<file path="src/rtl/stream_arb_pkg.sv">
// Shared types and constants for the two-requester stream arbiter.
package stream_arb_pkg;

  localparam int REQ_ID_W    = 1;
  localparam int GRANT_CNT_W = 16;

  typedef logic [REQ_ID_W-1:0] req_id_t;

  // With two requesters the round-robin successor is simply the other ID.
  function automatic req_id_t other_id(input req_id_t id);
    return ~id;
  endfunction

endpackage

</file>
<file path="src/rtl/arb_tag_fifo.sv">
// Tag FIFO holding the requester ID of every request in flight inside the accelerator.
// Pointers carry one extra wrap bit so full and empty are told apart by the MSB.
module arb_tag_fifo
  import stream_arb_pkg::*;
#(
  parameter int DEPTH = 4
) (
  input  logic    clk,
  input  logic    reset,
  input  logic    push,
  input  logic    pop,
  input  req_id_t din,
  output req_id_t dout,
  output logic    full,
  output logic    empty
);

  localparam int AW = $clog2(DEPTH);

  logic [AW:0] wr_ptr;
  logic [AW:0] rd_ptr;
  req_id_t     mem [DEPTH];
  logic        do_push;
  logic        do_pop;

  assign empty   = (wr_ptr == rd_ptr);
  assign full    = (wr_ptr[AW] != rd_ptr[AW]) && (wr_ptr[AW-1:0] == rd_ptr[AW-1:0]);
  assign do_push = push & ~full;
  assign do_pop  = pop & ~empty;
  assign dout    = mem[rd_ptr[AW-1:0]];

  always_ff @(posedge clk) begin
    if (reset) begin
      wr_ptr <= '0;
      rd_ptr <= '0;
    end else begin
      if (do_push) wr_ptr <= wr_ptr + (AW+1)'(1);
      if (do_pop)  rd_ptr <= rd_ptr + (AW+1)'(1);
    end
  end

  // Storage is data, not control: no reset needed, empty masks stale entries.
  always_ff @(posedge clk) begin
    if (do_push) mem[wr_ptr[AW-1:0]] <= din;
  end

endmodule

</file>
<file path="src/rtl/stream_rr_arbiter.sv">
// Round-robin sharing of one in-order val/rdy accelerator between two requesters.
// Optional per-requester grant counters are built when ARB_GRANT_CNT_EN is defined.
module stream_rr_arbiter
  import stream_arb_pkg::*;
#(
  parameter int DATA_W  = 32,
  parameter int MAX_OUT = 4
) (
  input  logic                   clk,
  input  logic                   reset,
  input  logic                   req0_val,
  input  logic [DATA_W-1:0]      req0_data,
  output logic                   req0_rdy,
  output logic                   resp0_val,
  output logic [DATA_W-1:0]      resp0_data,
  input  logic                   resp0_rdy,
  input  logic                   req1_val,
  input  logic [DATA_W-1:0]      req1_data,
  output logic                   req1_rdy,
  output logic                   resp1_val,
  output logic [DATA_W-1:0]      resp1_data,
  input  logic                   resp1_rdy,
  output logic                   acc_i_val,
  output logic [DATA_W-1:0]      acc_i_data,
  input  logic                   acc_i_rdy,
  input  logic                   acc_o_val,
  input  logic [DATA_W-1:0]      acc_o_data,
  output logic                   acc_o_rdy,
  output logic                   busy
`ifdef ARB_GRANT_CNT_EN
  ,
  output logic [GRANT_CNT_W-1:0] grant_cnt0,
  output logic [GRANT_CNT_W-1:0] grant_cnt1
`endif
);

  req_id_t prio;
  req_id_t grant_id;
  req_id_t head_id;
  logic    tag_full;
  logic    tag_empty;
  logic    acc_i_fire;
  logic    acc_o_fire;

  // Grant only looks at val and prio, so acc_i_val never depends on acc_i_rdy.
  always_comb begin
    grant_id = prio;
    if (req0_val && !req1_val)      grant_id = req_id_t'(0);
    else if (req1_val && !req0_val) grant_id = req_id_t'(1);
  end

  always_comb begin
    acc_i_val  = 1'b0;
    acc_i_data = req0_data;
    req0_rdy   = 1'b0;
    req1_rdy   = 1'b0;
    if (grant_id == req_id_t'(0)) begin
      acc_i_val = req0_val & ~tag_full;
      req0_rdy  = acc_i_rdy & ~tag_full;
    end else begin
      acc_i_val  = req1_val & ~tag_full;
      acc_i_data = req1_data;
      req1_rdy   = acc_i_rdy & ~tag_full;
    end
  end

  assign acc_i_fire = acc_i_val & acc_i_rdy;

  always_ff @(posedge clk) begin
    if (reset)           prio <= req_id_t'(0);
    else if (acc_i_fire) prio <= other_id(grant_id);
  end

  // Responses return in request order, so the FIFO head names the owner.
  always_comb begin
    resp0_val  = 1'b0;
    resp1_val  = 1'b0;
    resp0_data = acc_o_data;
    resp1_data = acc_o_data;
    acc_o_rdy  = 1'b0;
    if (!tag_empty) begin
      if (head_id == req_id_t'(0)) begin
        resp0_val = acc_o_val;
        acc_o_rdy = resp0_rdy;
      end else begin
        resp1_val = acc_o_val;
        acc_o_rdy = resp1_rdy;
      end
    end
  end

  assign acc_o_fire = acc_o_val & acc_o_rdy;
  assign busy       = ~tag_empty;

  arb_tag_fifo #(
    .DEPTH (MAX_OUT)
  ) u_tag_fifo (
    .clk   (clk),
    .reset (reset),
    .push  (acc_i_fire),
    .pop   (acc_o_fire),
    .din   (grant_id),
    .dout  (head_id),
    .full  (tag_full),
    .empty (tag_empty)
  );

`ifdef ARB_GRANT_CNT_EN
  always_ff @(posedge clk) begin
    if (reset) begin
      grant_cnt0 <= '0;
      grant_cnt1 <= '0;
    end else if (acc_i_fire) begin
      if (grant_id == req_id_t'(0)) grant_cnt0 <= grant_cnt0 + GRANT_CNT_W'(1);
      else                          grant_cnt1 <= grant_cnt1 + GRANT_CNT_W'(1);
    end
  end
`endif

endmodule
</file>
<file path="config.mk">
export PLATFORM = sky130hd
export DESIGN_NAME = stream_rr_arbiter
export DESIGN_NICKNAME = d
export VERILOG_FILES = /design/src/rtl/stream_arb_pkg.sv /design/src/rtl/arb_tag_fifo.sv /design/src/rtl/stream_rr_arbiter.sv
export SDC_FILE = /design/constraint.sdc
export NUM_CORES = 1
export LEC_CHECK = 0
export CAP_MARGIN = 10
export CORE_ASPECT_RATIO = 0.9
export CORE_MARGIN = 5
export CORE_UTILIZATION = 30
export CTS_CLUSTER_DIAMETER = 120
export CTS_CLUSTER_SIZE = 30
export DETAILED_ROUTE_END_ITERATION = 8
export GPL_ROUTABILITY_DRIVEN = 0
export PLACE_DENSITY = 0.95
export SLEW_MARGIN = 20
export SYNTH_ARGS = -nofsm -noshare
export SYNTH_HDL_FRONTEND = slang
export SYNTH_HIERARCHICAL = 1
export SYNTH_SLANG_ARGS = --single-unit
</file>
<file path="constraint.sdc">
create_clock -name clk -period 4.22 [get_ports clk]
set_input_delay 0.633 -clock clk [delete_from_list [all_inputs] [get_ports clk]]
set_output_delay 0.633 -clock clk [all_outputs]
set_load 0.01 [all_outputs]
</file>
After elaboration in Yosys (flattened, before gate mapping) --
Memories as Yosys holds them, arrays and structs flattened. A register that Yosys moved wholly into a read port is not among the register bits. Cells that the tools add are included.
Storage, ports and cells: logic and storage cells 40, bits in read-only memories 0, bits in latches 0, RAM bits 4, input bits 104, flip-flop bits (word level) 7, memories kept 1, output and inout bits 103
Memory list:
- u_tag_fifo.mem | words 4, bits a word 1, read ports 1, clocked after Yosys merged registers in 1, wr ports 1, line arb_tag_fifo.sv:22 | req_id_t mem [DEPTH];
Operators by class: muxes and demuxes 16, equal/unequal tests 3, multiply operators 0, div/mod/pow operators 0, $lt $le $gt $ge 0, bitwise logic cells 10, reduce and logical (&&, ||, !) cells 5, add/subtract/negate cells 2, shift operators 0
Operators with widths (number):
- $mux W32 | 1
- $mux W1 | 13
- $and A1 B1 Y1 | 7
- $add A3 B1 Y3 const B | 2
- $mux W2 | 2
- $eq A3 B3 Y1 | 1
- $logic_and A1 B1 Y1 | 3
- $not A1 Y1 | 3
- $eq A2 B2 Y1 | 1
- $logic_not A1 Y1 | 2
- $ne A1 B1 Y1 | 1

Depth between registers and ports, before layout --
Gate-level depths: netlist of the first run.
depth in word-level cells 9, gate-level depth with buffers 9, mapped depth without buffers 8

By module --
Netlist of the first run, hierarchy kept.
By module, submodules not included:
- stream_rr_arbiter | area an instance 1093.5 µm², instances 1, seq. area each 20.0 µm², cells an instance 118
- arb_tag_fifo | area an instance 732.0 µm², instances 1, seq. area each 280.3 µm², cells an instance 75

Least setup slack after synthesis of the first run --
Ideal clock, no wire load.
path type input to output, from in req0_val, to out acc_i_data[10], data required time 3.587 ns, arrival 1.529 ns, setup slack 2.058 ns, buffers on the path 1, cell stages on the path 4, cells stage by stage inv_1 -> maj3_2 -> buf_6 -> mux2_4
Between the ends: cells in the longest elaborated chain, start to end 5, elaborated cells on any way between the ends 6, classes of those cells mux: 3; reduce/logical: 3
RTL lines:
- start, declared | line stream_rr_arbiter.sv:11 | input logic req0_val,
- $logic_not A1 Y1 | line stream_rr_arbiter.sv:49 | else if (req1_val && !req0_val) grant_id = req_id_t'(1);
- $logic_and A1 B1 Y1 | line stream_rr_arbiter.sv:49
- $mux W1 | line stream_rr_arbiter.sv:49
- $mux W1 (*) | line stream_rr_arbiter.sv:48 | if (req0_val && !req1_val) grant_id = req_id_t'(0);
- $mux W32 (*) | line stream_rr_arbiter.sv:57 | if (grant_id == req_id_t'(0)) begin
- end, declared | line stream_rr_arbiter.sv:24 | output logic [DATA_W-1:0] acc_i_data,
Every way passes the cells marked *; elsewhere a longest branch is shown, timed or not.

Worst setup path after layout of the first run --
from in req0_val, to out acc_i_data[6]
Same word-level chain as after synthesis.

==> results of run 1 <==
how the worst min path moves through the flow:
stage | cells after the start | to | slack (ns)
2_1_floorplan | 1 | prio | 0.45
3_3_place_gp | 1 | prio | 0.48
3_5_place_dp | 1 | prio | 0.49
4_1_cts | 1 | prio | 0.51
5_1_grt | 1 | prio | 0.54
6_report | 1 | prio | 0.50
logic make-up after synthesis:
logic type,count (synthesis),synth area share
buffers and inverters,76,0.304
AND/OR/NAND/NOR,41,0.126
multiplexers,34,0.271
AO/OA/AOI/OAI,17,0.0610
flip-flops,13,0.164
XOR/XNOR,6,0.0329
adder cells (fa/ha/maj),6,0.0404
per-layer routing:
metal	share of wire	vias to the layer above
met5	0	-
met4	0.017	0
met3	0.11	13
met2	0.50	95
met1	0.37	645
li1	-	699
power by group through the flow:
stage / Sequential (mW) / Combinational, mW / Clock (mW)
finish: 0.156 / 0.336 / 0.113
global route: 0.159 / 0.360 / 0.122
CTS: 0.156 / 0.340 / 0.118
detailed placement: 0.158 / 0.338 / 0
global placement: 0.158 / 0.331 / 0
floorplan: 0.153 / 0.231 / 0
layout make-up:
cell class                      instances  area share
Multi-Input combinational cell        104       0.382
Timing Repair Buffer                  111       0.436
Sequential cell                        13       0.118
Tap cell                               72      0.0355
Clock buffer                            4      0.0177
Inverter                                7      0.0103
placed cells by master, fill, tap and decap left out:
master	netlist	layout
clkdlybuf4s50_1	0	110
mux4_2	1	1
nor3b_1	4	4
dfxtp_1	9	9
and3_1	1	1
xnor2_1	3	3
a41oi_1	2	2
ha_1	5	5
or4_1	1	1
clkbuf_1	1	1
and2_1	5	5
mux2i_1	1	1
o211ai_1	2	2
nand3_1	5	5
o21ai_0	5	5
a21oi_1	3	3
a211o_1	2	2
clkbuf_8	0	3
a31oi_1	2	2
mux2_4	27	27
mux2_2	5	5
nand2_1	4	4
buf_4	64	1
nand2b_1	1	1
a311oi_1	1	1
nand4_1	6	6
xor2_2	1	1
inv_1	7	7
edfxtp_1	4	4
nor2_1	7	7
nor3_1	2	2
nor4bb_1	1	1
nor2b_1	4	4
xor2_1	2	2
maj3_2	1	1
worst max-delay path, stage by stage:
cell	delay, ns
clkdlybuf4s50_1	0.45
inv_1	0.08
maj3_2	0.57
buf_4	0.41
mux2_4	0.33
clkdlybuf4s50_1	0.48
==> impl_metrics.yaml, run 1 <==
power:
  power.internal_mw: 0.415
  p_comb_frac: 0.555
  p_sw_frac: 0.314
  pwr-share-seq: 0.258
  power_density_nw_per_um2: 238
  power_mw: 0.606
  worst_ir_drop_vdd_mv: 0.108
  power.switching_mw: 0.190
  pwr-share-clk: 0.187
  p_leak_nw: 1.00
global_route:
  use_met2: 0.215
  grt_pass1_vias: 1490
  gr-usage-met1: 0.136
  grt_usage: 0.125
  met3_usage: 0.0532
  antenna_found_initial: 0
  grt_pass1_wl_um: 7660
  grt_max_degree: 21
  grt_overflow: 0
  busiest_layer: "met2"
yosys:
  ys_seq_elements: 13
  synthTopCellsByCount: "buf_4, mux2_4, dfxtp_1"
  syn_nets: 302
  synth_top_area_cell: "buf_4"
  ys_dominant_reg_cell: "dfxtp_1"
  synth_edf_count: 4
  syn_area_per_cell_sq_um: 9.46
  synth_seq_area_share: 0.164
  mappedNetlistArea_sq_um: 1830
  synth_warnings: 6
  synth_top_area_frac: 0.263
  synth-async-reset-ratio: 0
  yosysUniqueCellTypes: 34
  yosysMostFrequentCell: "buf_4"
  synth_cells: 193
  synth_area_leaders: "buf_4, mux2_4, dfxtp_1"
setup_path:
  end_kind: "output pin"
  rr_startpoint: "u_tag_fifo/wr_ptr[0]"
  r2r_slack_ns: 1.73
  critPathCapture: "acc_i_data[6]"
  crit_type: "primary input to output pin"
  critPathMaxFanout: 20
  rr_endpoint: "u_tag_fifo/rd_ptr[2]"
  startpoint_type: "primary input"
  reg2reg_depth: 8
  arrival_ns: 2.97
  critPathLaunch: "req0_val"
  required_ns: 3.59
die:
  dieWidth_um: 92.2
  start_util: 0.304
  core-area_sq_um: 6010
  dieArea_sq_um: 7750
  num_rows: 27
  die_height_um: 84.0
  io_pins: 207
cells_and_area:
  fillers: 587
  area.sequential_sq_um: 300
  antenna_cells: 0
  instances_no_fill: 311
  final_nets: 349
  multiInputGateArea_sq_um: 970
  design_area_sq_um: 2540
  fin_util: 0.422
  drive_gt1_frac: 0.163
  synthToLayoutAreaGrowth_pct: 39.1
placed_design:
  dpl.cell_count: 307
  placed_area_sq_um: 2490
  post-place-ws_ns: 0.598
  post-dp-hpwl_um: 4280
  port_buffers: 110
route:
  via_per_inst: 4.67
  dr.pass1.iters: 4
  drtAntennaViolNets: 0
  drc: 0
  post_drt_wl_per_cell_um: 16.4
  route.vias.total: 1452
  drt_iter0_drc: 47
  totalWireLength_um: 5110
timing:
  max_freq_mhz: 277
  skew_ns: 0.00509
  relSlewSlack: 0.623
  slew_violations: 0
  hold_ws_ns: 0.500
  worst_slack_ns: 0.613
  period_minus_slack_ns: 3.61
  rsz0062_at_grt: "false"
  setup_viol: 0
  final-hold-violation-count: 0
  setup_tns_ns: 0
  worstMarginPinSlew_ns: 0.565
  fin_crit_sh: 0.855
clock_network:
  clock_latency_ns: 0.25
  ctsResizeCount: 0
  cts_tree: "done"
  cts_setup_buffers: 0
  numCtsBuffers: 3
  clockBufferDepth: 2
  cts.sinks: 13
  htreeDepth: 1
  clk_pin_slew_ns: 0.06
  cts_root_buffer: "clkbuf_8"
  hold_buffers: 0
worst_hold_path:
  hp-class: "flop to flop"
  worstHoldStart: "prio"
flow_run:
  maxCapViolCount: 0
run_status:
  outcome: "finished, final reports clean"
No activity file was read; power rests on OpenSTA's default activity.
==> run 2: changes to the inputs <==
- CORE_UTILIZATION: 30 -> 25
- PLACE_DENSITY: 0.95 -> 0.88
- SETUP_SLACK_MARGIN: unset -> 0.3
- SKIP_CTS_REPAIR_TIMING: unset -> 1
- clock period: 4.22 -> 3 ns (I/O delays scaled with it)
==> run 2 against run 1 <==
Non-clock buffer count up 14; final area up 9.7%; combinational power up 49%; worst hold slack worse by 0.0013 ns; core utilization down 2.9 points; clock skew up 0.0076 ns; critical path depth down 1; sequential share of layout area down 0.96 points; via count up 2.2%; largest power group unchanged; highest routed layer unchanged.
==> impl_metrics.yaml, run 2 (synthesis gave the netlist of run 1 again) <==
setup_path:
  required_ns: 2.55
  startpoint_type: "primary input"
  crit_type: "primary input to output pin"
  critical_path.cell_chain: "clkdlybuf4s50_1 > maj3_2 > buf_12 > and2_1 > clkdlybuf4s50_1"
  crit_top_cell: "clkdlybuf4s50_1"
  end_kind: "output pin"
  critPathMaxFanout: 21
  r2r_slack_ns: 0.73
  cp_slowest_cell: "clkdlybuf4s50_1"
  critPathMaxStageDelay_ns: 0.55
  arrival_ns: 2.15
die:
  core-area_sq_um: 7080
  die_height_um: 91.1
  dieArea_sq_um: 9110
  start_util: 0.258
  dieWidth_um: 100
  num_rows: 29
  io_pins: 207
cells_and_area:
  final_nets: 363
  antenna_cells: 0
  drive_gt1_frac: 0.221
  fin_util: 0.394
  final_cell_mix: "clkdlybuf4s50_1, dlymetal6s2s_1, mux2_4, buf_4"
  synthToLayoutAreaGrowth_pct: 52.6
  layout_commonest_cell: "clkdlybuf4s50_1"
global_route:
  grt_pass1_wl_um: 7860
  grt_max_degree: 22
  grt_usage: 0.107
  grt_overflow: 0
  antenna_found_initial: 0
  grt_pass1_vias: 1584
timing:
  max_freq_mhz: 384
  rsz0062_at_grt: "false"
  setup_tns_ns: 0
  relSlewSlack: 0.615
  skew_ns: 0.0127
  final-hold-violation-count: 0
  slew_violations: 0
  fin_crit_sh: 0.867
  setup_viol: 0
  worstMarginPinSlew_ns: 0.574
  hold_ws_ns: 0.498
  period_minus_slack_ns: 2.60
route:
  drc: 0
  drt_iter0_drc: 38
  dr.pass1.iters: 4
  post_drt_wl_per_cell_um: 15.7
  drtAntennaViolNets: 0
  via_per_inst: 4.29
  totalWireLength_um: 5450
  route.vias.total: 1484
run_status:
  outcome: "finished, final reports clean"
clock_network:
  clockBufferDepth: 2
  htreeDepth: 1
  cts.sinks: 13
  numCtsBuffers: 3
  cts_root_buffer: "clkbuf_8"
  clk_pin_slew_ns: 0.06
  clock_latency_ns: 0.25
  cts_tree: "done"
worst_hold_path:
  hp-class: "flop to flop"
placed_design:
  post-dp-hpwl_um: 4440
  port_buffers: 110
power:
  worst_ir_drop_vdd_mv: 0.144
  p_leak_nw: 1.39
  power_density_nw_per_um2: 315
flow_run:
  maxCapViolCount: 0
run 2: changes by cell type in the layout (fill, tap and decap cells not counted), moves of 2 or more:
cell / before / now
dfxtp_2: 0 / 2
clkdlybuf4s50_1: 110 / 76
buf_4: 1 / 13
dlymetal6s2s_1: 0 / 34
dfxtp_1: 9 / 7
buf_12: 0 / 2
run 2: metal layers:
metal	vias up	GRT usage	routed length [um]
li1	723	-	-
met1	681	0.112	2000
met2	58	0.191	2890
met3	22	0.0414	432
met4	0	0.0415	124
met5	-	0	0
run 2: final timing paths:
path | cells after the start | to | from
worst max-delay path | 5 | req1_rdy | req1_val
worst min-delay path | 1 | prio | prio
worst max register to register | 7 | u_tag_fifo/mem[0] | u_tag_fifo/rd_ptr[1]
worst min register to register | 1 | prio | prio
run 2: report_power, final:
| group | switching [mW] | internal (mW) | total [mW] |
|---|---|---|---|
| logic | 0.191 | 0.309 | 0.500 |
| registers | 0.0212 | 0.199 | 0.221 |
| clock network | 0.0624 | 0.0936 | 0.156 |
| total | 0.275 | 0.602 | 0.877 |
run 2: cell type report:
class | instances | area [sq um]
Timing Repair Buffer | 125 | 1320
Sequential cell | 13 | 303
Multi-Input combinational cell | 104 | 972
Tap cell | 93 | 116
Inverter | 7 | 26.3
Clock buffer | 4 | 45.0
Fill cell | 697 | 4290
run 2: metrics by stage:
step           power [mW]  worst slack [ns]  instance area, sq um  std cells
2_1_floorplan       0.541             0.956                  1830        193
3_3_place_gp        0.708             0.193                  2580        332
3_5_place_dp        0.720             0.169                  2580        332
4_1_cts             0.881             0.156                  2620        336
5_1_grt             0.933             0.316                  2790        346
6_report            0.877             0.399                  2790        346
run 2: critical path, delay by kind of cell:
family	cells	cell delay, ns
buf+inv	3	1.26
fa+ha+maj	1	0.28
simple gates	1	0.15
==> run 3: changes to the inputs <==
- CORE_UTILIZATION: 25 -> 23
- PLACE_DENSITY: 0.88 -> 0.87
- SYNTH_HIERARCHICAL: 1 -> unset
==> run 3 against run 2 <==
Cell count shrank 11%; via count shrank 15%; critical path depth is 1 higher; power decreased by 19%; register-to-register slack better by 0.50 ns; die area shrank 4.3%; sequential cell count unchanged; sequential share of layout area is 1.1 points higher; critical path type unchanged; critical endpoint unchanged; largest power group unchanged.
==> impl_metrics.yaml, run 3 <==
route:
  drc: 0
  via_per_inst: 4.10
  drtAntennaViolNets: 0
  dr.max_layer_used: "met4"
  dr.pass1.iters: 4
  post_drt_wl_per_cell_um: 15.5
  wl_met3_um: 510
  route.vias.total: 1258
  wl_met2_um: 2470
  totalWireLength_um: 4750
  drt_iter0_drc: 34
  wl_met1_um: 1750
setup_path:
  critPathMaxStageDelay_ns: 0.51
  crit_top_cell: "clkdlybuf4s50_1"
  cp_slowest_cell: "clkdlybuf4s50_1"
  required_ns: 2.55
  critPathMaxFanout: 9
  critical_path.cell_chain: "clkdlybuf4s50_1 > inv_1 > maj3_2 > buf_4 > and2_1 > clkdlybuf4s50_1"
  cp_top_family: "buffers and inverters"
  crit_type: "primary input to output pin"
  end_kind: "output pin"
  startpoint_type: "primary input"
  arrival_ns: 2.17
  crit_buf_inv: 4
cells_and_area:
  final_nets: 327
  layout_commonest_cell: "clkdlybuf4s50_1"
  antenna_cells: 0
  synthToLayoutAreaGrowth_pct: 56.5
  drive_gt1_frac: 0.203
  fillers: 672
  final_cell_mix: "clkdlybuf4s50_1, dlymetal6s2s_1, mux2_2, dfxtp_1, nor2_1"
  instances_no_fill: 307
yosys:
  syn_area_per_cell_sq_um: 9.58
  synth_edf_count: 4
  synth_top_area_frac: 0.300
  synth_compound_area_frac: 0.0563
  synth_warnings: 0
  synth_cells: 167
  synth_adder_area_share: 0.0454
  synth_seq_area_share: 0.188
  synthTopCellsByCount: "buf_4, mux2_2, dfxtp_1"
  synth_xor_area_frac: 0.0430
  syn_nets: 276
  yosys.area_share.simple: 0.0665
  mappedNetlistArea_sq_um: 1600
  ys_seq_elements: 13
  synth-async-reset-ratio: 0
  synth_top_family_by_area: "buffers and inverters"
  synth_mux_area_frac: 0.275
  yosysMostFrequentCell: "buf_4"
  yosysUniqueCellTypes: 31
  synth_area_leaders: "buf_4, mux2_2, dfxtp_1"
  ys_dominant_reg_cell: "dfxtp_1"
  synth_top_area_cell: "buf_4"
timing:
  skew_ns: 0.00140
  worstMarginPinSlew_ns: 0.444
  setup_viol: 0
  final-hold-violation-count: 0
  fin_crit_sh: 0.873
  slew_violations: 0
  period_minus_slack_ns: 2.62
  setup_tns_ns: 0
  rsz0062_at_grt: "false"
  max_freq_mhz: 382
  hold_ws_ns: 0.496
  relSlewSlack: 0.704
global_route:
  grt_pass1_vias: 1308
  grt_max_degree: 30
  grt_pass1_wl_um: 7020
  antenna_found_initial: 0
  grt_usage: 0.100
  grt_overflow: 0
clock_network:
  cts.sinks: 13
  clockBufferDepth: 2
  cts_root_buffer: "clkbuf_8"
  htreeDepth: 1
  numCtsBuffers: 3
  clock_latency_ns: 0.24
  cts_tree: "done"
  clk_pin_slew_ns: 0.05
die:
  core-area_sq_um: 6660
  num_rows: 28
  io_pins: 207
  start_util: 0.240
  die_height_um: 89.1
  dieWidth_um: 97.9
  dieArea_sq_um: 8720
power:
  worst_ir_drop_vdd_mv: 0.120
  p_leak_nw: 1.20
  power_density_nw_per_um2: 285
flow_run:
  maxCapViolCount: 0
run_status:
  outcome: "finished, final reports clean"
placed_design:
  post-dp-hpwl_um: 3940
  dpl.cell_count: 301
  port_buffers: 110
worst_hold_path:
  hp-class: "flop to flop"
run 3: cell types whose count changed in the layout (fill, tap and decap cells not counted), moves of 4 or more:
cell,previous run,this run
o21ai_0,5,0
mux2_1,0,6
nand4_1,6,0
mux2_2,5,28
buf_4,13,2
mux2_4,27,0
nand3_1,5,0
nor3b_1,4,0
run 3: path summary, 6_finish.rpt:
path	start	end	slack, ns	depth (start not counted)
max	req0_val	req1_rdy	0.38	6
min	prio	prio	0.50	1
max reg2reg	flop	u_tag_fifo.rd_ptr[2]	1.23	4
min reg2reg	prio	prio	0.50	1
run 3: per-layer routing:
metal | vias to the layer above | track usage
li1 | 599 | -
met3 | 10 | 0.0523
met2 | 66 | 0.182
met4 | 0 | 0.0189
met5 | - | 0
met1 | 583 | 0.106
run 3: cells by family (layout without fill, tap and decap cells):
kind of cell             Yosys count  in the layout
buffers and inverters             74            124
multiplexers                      38             38
AND/OR/NAND/NOR                   20             20
flip-flops                        13             13
AO/OA/AOI/OAI                      9              9
XOR/XNOR                           7              7
adder cells (fa/ha/maj)            6              6
run 3: layout make-up:
type | instances | area [sq um] | area share
Clock buffer | 4 | 45.0 | 0.0180
Timing Repair Buffer | 114 | 1240 | 0.497
Inverter | 6 | 22.5 | 0.00900
Sequential cell | 13 | 300 | 0.120
Multi-Input combinational cell | 80 | 778 | 0.311
Tap cell | 90 | 113 | 0.0450
run 3: through the flow:
stage / worst slack [ns] / instance area [sq um] / total power [mW] / util
after floorplan: 1.05 / 1600 / 0.438 / -
after detailed placement: 0.114 / 2340 / 0.568 / 0.352
final: 0.380 / 2500 / 0.713 / 0.376
after global placement: 0.166 / 2340 / 0.560 / 0.352
after CTS: 0.105 / 2390 / 0.726 / 0.358
after global routing: 0.323 / 2500 / 0.758 / 0.376
run 3: power by group:
part	total, mW	internal [mW]	switching (mW)
Clock	0.155	0.0937	0.0611
Combinational	0.357	0.232	0.125
Sequential	0.201	0.191	0.00955
